`src/rtl/dk_audio_post.sv`:
```
// dk_audio_post: DC blocker, optional one-pole low-pass, gain, volume and mute for the DK sound mix.
// Define DK_AUDIO_LPF_EN to build the low-pass stage (latency 4); without it latency is 3.
module dk_audio_post #(
    parameter int OFFSET     = 16384,
    parameter int DCB_SHIFT  = 8,
    parameter int LPF_SHIFT  = 2,
    parameter int GAIN_SHIFT = 1
) (
    input  logic        W_CLK_24M,
    input  logic        W_RESETn,
    input  logic [15:0] I_SAMPLE,
    input  logic        I_SAMPLE_VALID,
    input  logic [3:0]  I_VOL,
    input  logic        I_MUTE,
    output logic [15:0] O_AUDIO,
    output logic        O_VALID,
    output logic        O_CLIP,
    output logic        O_OVERRUN
);

    typedef enum logic [2:0] {IDLE, DCB, LPF, GAIN, OUT} state_t;

    state_t             state;
    logic signed [17:0] x;
    logic signed [17:0] x_prev;
    logic signed [17:0] y;
    logic signed [15:0] g;

    logic signed [17:0] x_in;
    logic signed [19:0] x_w;
    logic signed [19:0] xp_w;
    logic signed [19:0] y_w;
    logic signed [19:0] leak_w;
    logic signed [19:0] dcb_sum;
    logic signed [17:0] y_next;
    logic               dcb_clip;

    logic signed [17:0] filt;
    logic signed [31:0] gain_w;
    logic signed [15:0] gain_sat;
    logic               gain_clip;
    logic signed [15:0] vol_out;
    logic               unused_bit;

    assign unused_bit = I_SAMPLE[15];
    assign x_in       = $signed({3'b000, I_SAMPLE[14:0]}) - $signed(18'(OFFSET));
    assign vol_out    = g >>> I_VOL;

    // DC blocker computed with two guard bits, then clamped back to 18 bits
    always_comb begin
        x_w     = 20'(x);
        xp_w    = 20'(x_prev);
        y_w     = 20'(y);
        leak_w  = 20'(y >>> DCB_SHIFT);
        dcb_sum = x_w - xp_w + y_w - leak_w;
        y_next  = dcb_sum[17:0];
        dcb_clip = 1'b0;
        if (dcb_sum > 20'sd131071) begin
            y_next   = {1'b0, {17{1'b1}}};
            dcb_clip = 1'b1;
        end else if (dcb_sum < -20'sd131072) begin
            y_next   = {1'b1, 17'b0};
            dcb_clip = 1'b1;
        end
    end

`ifdef DK_AUDIO_LPF_EN
    logic signed [17:0] z;
    logic signed [19:0] z_w;
    logic signed [19:0] lpf_sum;
    logic signed [17:0] z_next;
    logic               lpf_clip;

    always_comb begin
        z_w      = 20'(z);
        lpf_sum  = z_w + ((y_w - z_w) >>> LPF_SHIFT);
        z_next   = lpf_sum[17:0];
        lpf_clip = 1'b0;
        if (lpf_sum > 20'sd131071) begin
            z_next   = {1'b0, {17{1'b1}}};
            lpf_clip = 1'b1;
        end else if (lpf_sum < -20'sd131072) begin
            z_next   = {1'b1, 17'b0};
            lpf_clip = 1'b1;
        end
    end

    assign filt = z;
`else
    assign filt = y;
`endif

    // Gain stage clamps into the 16-bit output range
    always_comb begin
        gain_w    = 32'(filt) <<< GAIN_SHIFT;
        gain_sat  = gain_w[15:0];
        gain_clip = 1'b0;
        if (gain_w > 32'sd32767) begin
            gain_sat  = {1'b0, {15{1'b1}}};
            gain_clip = 1'b1;
        end else if (gain_w < -32'sd32768) begin
            gain_sat  = {1'b1, 15'b0};
            gain_clip = 1'b1;
        end
    end

    always_ff @(posedge W_CLK_24M or negedge W_RESETn) begin
        if (!W_RESETn) begin
            state     <= IDLE;
            x         <= '0;
            x_prev    <= '0;
            y         <= '0;
`ifdef DK_AUDIO_LPF_EN
            z         <= '0;
`endif
            g         <= '0;
            O_AUDIO   <= '0;
            O_VALID   <= 1'b0;
            O_CLIP    <= 1'b0;
            O_OVERRUN <= 1'b0;
        end else begin
            O_VALID <= 1'b0;
            case (state)
                IDLE: begin
                    if (I_SAMPLE_VALID) begin
                        x     <= x_in;
                        state <= DCB;
                    end
                end
                DCB: begin
                    x_prev <= x;
                    y      <= y_next;
                    if (dcb_clip) O_CLIP <= 1'b1;
`ifdef DK_AUDIO_LPF_EN
                    state  <= LPF;
`else
                    state  <= GAIN;
`endif
                end
`ifdef DK_AUDIO_LPF_EN
                LPF: begin
                    z     <= z_next;
                    if (lpf_clip) O_CLIP <= 1'b1;
                    state <= GAIN;
                end
`endif
                GAIN: begin
                    g     <= gain_sat;
                    if (gain_clip) O_CLIP <= 1'b1;
                    state <= OUT;
                end
                OUT: begin
                    O_AUDIO <= I_MUTE ? 16'h0000 : vol_out;
                    O_VALID <= 1'b1;
                    state   <= IDLE;
                end
                default: state <= IDLE;
            endcase
            // A strobe the FSM cannot accept is dropped but remembered
            if (I_SAMPLE_VALID && (state != IDLE)) O_OVERRUN <= 1'b1;
        end
    end

endmodule

```
`config.mk`:
```
export PLATFORM = sky130hd
export DESIGN_NAME = dk_audio_post
export DESIGN_NICKNAME = d
export VERILOG_FILES = /design/src/rtl/dk_audio_post.sv
export SDC_FILE = /design/constraint.sdc
export NUM_CORES = 1
export LEC_CHECK = 0
export ABC_AREA = 1
export BUFFER_PORTS_ARGS = -buffer_cell sky130_fd_sc_hd__buf_2
export CORE_MARGIN = 5
export CORE_UTILIZATION = 43
export CTS_BUF_LIST = sky130_fd_sc_hd__clkbuf_8
export CTS_CLUSTER_SIZE = 24
export DETAILED_ROUTE_END_ITERATION = 8
export PLACE_DENSITY_LB_ADDON = 0.08
export RECOVER_POWER = 100
export SYNTH_ARGS = -nofsm -noshare
export SYNTH_HDL_FRONTEND = slang
export SYNTH_SLANG_ARGS = --single-unit
```
`constraint.sdc`:
```
create_clock -name W_CLK_24M -period 4.7 [get_ports W_CLK_24M]
set_input_delay 0.47 -clock W_CLK_24M [delete_from_list [all_inputs] [get_ports W_CLK_24M]]
set_output_delay 0.47 -clock W_CLK_24M [all_outputs]
set_load 0.01 [all_outputs]
```
==> metrics.cfg <==
[route]
num_vias = 4983
drc_errors = 0
drtIter0Drc = 238
ant_nets = 0
avgViaCountPerCell = 5.158
routed_wl_um = 14420
wl_per_cell_um = 14.92
dr.pass1.iters = 5

[cts]
htreeDepth = 3
cts_root_buf = clkbuf_8
cts-hold-fix-buffers = 0
numClockSinks = 86
cts.path.max_buffers = 2
clk_pin_slew_worst_paths_ns = 0.09
cts_tree = built
clk_latency_ns = 0.38
cts_inserted_buffers = 9

[worst_hold_path]
whs_path_depth = 2
min_path_type = primary input to register
hp-start = I_SAMPLE[14]
min_to = x[14]$_DFFE_PN0P_

[setup_path]
worst-path-max-fanout = 18
start_kind = register
worstSetupPathType = register to register
rrSetupSlack_ns = 0.34
worstReg2RegStart = x[0]$_DFFE_PN0P_
r2r-end = O_CLIP$_DFFE_PN0P_
rr_worst_depth = 27
cp-end-kind = register
worstPathRequired_ns = 4.98
cp.arrival_ns = 4.64

[timing]
clock_skew_ns = 0.01030
fin_tns_setup_ns = 0
hold_viol_final = 0
final_max_slew_viol_count = 36
post-route-period-util_pct = 92.85
max_slew_margin_pct = -26.48
max_freq_mhz = 229.1
period_needed_ns = 4.364
worst_pin_slew_ns = 1.897
finalSetupViolCount = 0
fin_ws_ns = 0.3360

[synth]
synth_warnings = 0
synth.most_common_cell = nand2_1
async_flop_share_pct = 100.0
synth_simple_gate_area_share_pct = 19.88
ys_top_cells_by_area = dfrtp_1, nand2_1, ha_1, inv_1, fa_1
syn_inst = 749
synth-edff-count = 0
synth_top_family_by_area = simple AND/OR/NAND/NOR gates
synth_area_um2 = 6048
synth-seq-cells = 86
synth-compound-area-share_pct = 14.21
yosys-mux-area-fraction_pct = 3.558
synth_fa_ha_area_share_pct = 13.41
ys_seq_area_share_pct = 35.58
synth_commonest_cells = nand2_1, inv_1, dfrtp_1, o21ai_0, nand3_1
synth-xor-area-share_pct = 4.055
syn-num-nets = 827
yosys_most_used_dff = dfrtp_1
synth_cell_types = 41
synth_top_area_share_pct = 35.58
yosys.area.top_type = dfrtp_1
avgSynthCellArea_um2 = 8.075

[finish]
antennaDiodeCount = 0
fin_area_um2 = 6636
area_growth_syn_to_layout_pct = 9.723
fillers = 1350
drive_gt1_share_pct = 10.69
layout.nets = 859

[floorplan]
die_y_um = 128.6
initial_core_util_pct = 43.74
dieArea_um2 = 16540
io_pins = 43
dieWidth_um = 128.6
core_um2 = 13830
rows = 43

[run_status]
violations = max-capacitance violations, max-slew violations
status = finished, violations left

[placed_design]
place_hpwl_um = 10860
place_ws_ns = 0.05256
port_buffers = 41
gp_congestion = 0.9143
placed_area_um2 = 6387

[grt]
grtUsageTotal_pct = 18.29
antenna_found_initial = 0
grt_max_degree = 53
grt_pass1_wl_um = 24070
overflow = 0
grt_pass1_vias = 4991

[flow_run]
maxCapViolations = 1

## what timing repair did
action	4_1_cts	5_1_grt
setup buffers	0	2
endpoints found under the setup margin	0	18
gates resized for setup	0	12
## logic make-up (layout without fill, tap and decap cells)
| group | after synthesis | in the layout |
|---|---|---|
| flip-flops | 86 | 86 |
| AO/OA/AOI/OAI | 149 | 149 |
| AND/OR/NAND/NOR | 269 | 269 |
| buffers and inverters | 143 | 180 |
| adder cells (fa/ha/maj) | 54 | 54 |
| multiplexers | 20 | 20 |
| XOR/XNOR | 28 | 28 |
## final cells by class
cell class | count | area (um^2) | share of cell area [%]
multi-input cells | 520 | 3390 | 51.07
flip-flops and latches | 86 | 2152 | 32.43
inverters | 119 | 446.7 | 6.731
well taps | 180 | 225.2 | 3.394
repair buffers | 45 | 207.7 | 3.130
clock buffers | 10 | 137.6 | 2.074
clock inverters | 6 | 77.57 | 1.169
## placed cells by master, fill, tap and decap left out, types with 2 or more instances in the layout
master and instances:
a211oi_1 2, a21o_1 4, a21oi_1 40, a22o_1 4
a31oi_1 4, buf_2 21, buf_4 3, clkbuf_1 20
clkbuf_8 10, dfrtp_1 86, fa_1 18, ha_1 35
inv_1 116, inv_2 2, inv_8 2, mux2_2 12
mux2i_1 8, nand2_1 167, nand2_2 5, nand2_8 2
nand3_1 47, nand3_2 13, nand3b_1 2, nand4_1 3
nor2_1 24, nor2_4 2, o211ai_1 7, o21ai_0 70
o21ai_2 2, o221ai_1 10, xnor2_1 12, xor2_1 16
## routing by layer
metal  routed length, um  track usage [%]
met4                 414            7.968
met2                6966            30.98
met1                6427            23.46
met3                 610            2.449
met5                   0                0
## worst max path at each step
stage	from	slack, ns	endpoint	cells past startpoint
floorplan	x[0]$_DFFE_PN0P_	0.63	filt[5]$_DFFE_PN0P_	26
global placement	x[2]$_DFFE_PN0P_	0.16	O_CLIP$_DFFE_PN0P_	24
detailed placement	x[0]$_DFFE_PN0P_	0.05	O_CLIP$_DFFE_PN0P_	27
CTS	x[2]$_DFFE_PN0P_	0.02	O_CLIP$_DFFE_PN0P_	24
global route	x[0]$_DFFE_PN0P_	-0.01	O_CLIP$_DFFE_PN0P_	27
finish	x[0]$_DFFE_PN0P_	0.34	O_CLIP$_DFFE_PN0P_	27
## registers in the layout, indices dropped and copies added, names as in the netlist
name and count:
filt 18, O_OVERRUN 1, O_AUDIO 16, state 3, x 15, x_prev 15, O_CLIP 1, g 16
O_VALID 1
## critical path: stages (launching register included)
cell,delay (ns)
dfrtp_1,0.33
inv_1,0.06
ha_1,0.22
fa_1,0.40
inv_1,0.07
nand3_1,0.06
nand2_1,0.14
nand2_1,0.08
nand2_2,0.09
a21oi_1,0.11
o21ai_2,0.18
a31oi_1,0.12
xor2_1,0.16
fa_1,0.49
inv_1,0.07
ha_4,0.28
nand2_1,0.08
nor2_2,0.10
and2_1,0.15
nand3_1,0.10
o211ai_2,0.28
nand3_2,0.15
nand2_2,0.11
inv_2,0.07
nand2_8,0.14
nand3_1,0.09
nand2_1,0.09
nand2_1,0.05
## through the flow
step,hold slack [ns],cells,util [%]
global route,0.2943,966,48.00
global placement,0.4429,948,46.19
CTS,0.03338,964,47.75
detailed placement,0.4529,948,46.19
floorplan,0.1744,749,-
finish,0.2710,966,48.00
Power is left out: the tool's default activity adds up to more than one toggle a clock period on the data nets, which glitch-free logic cannot reach.
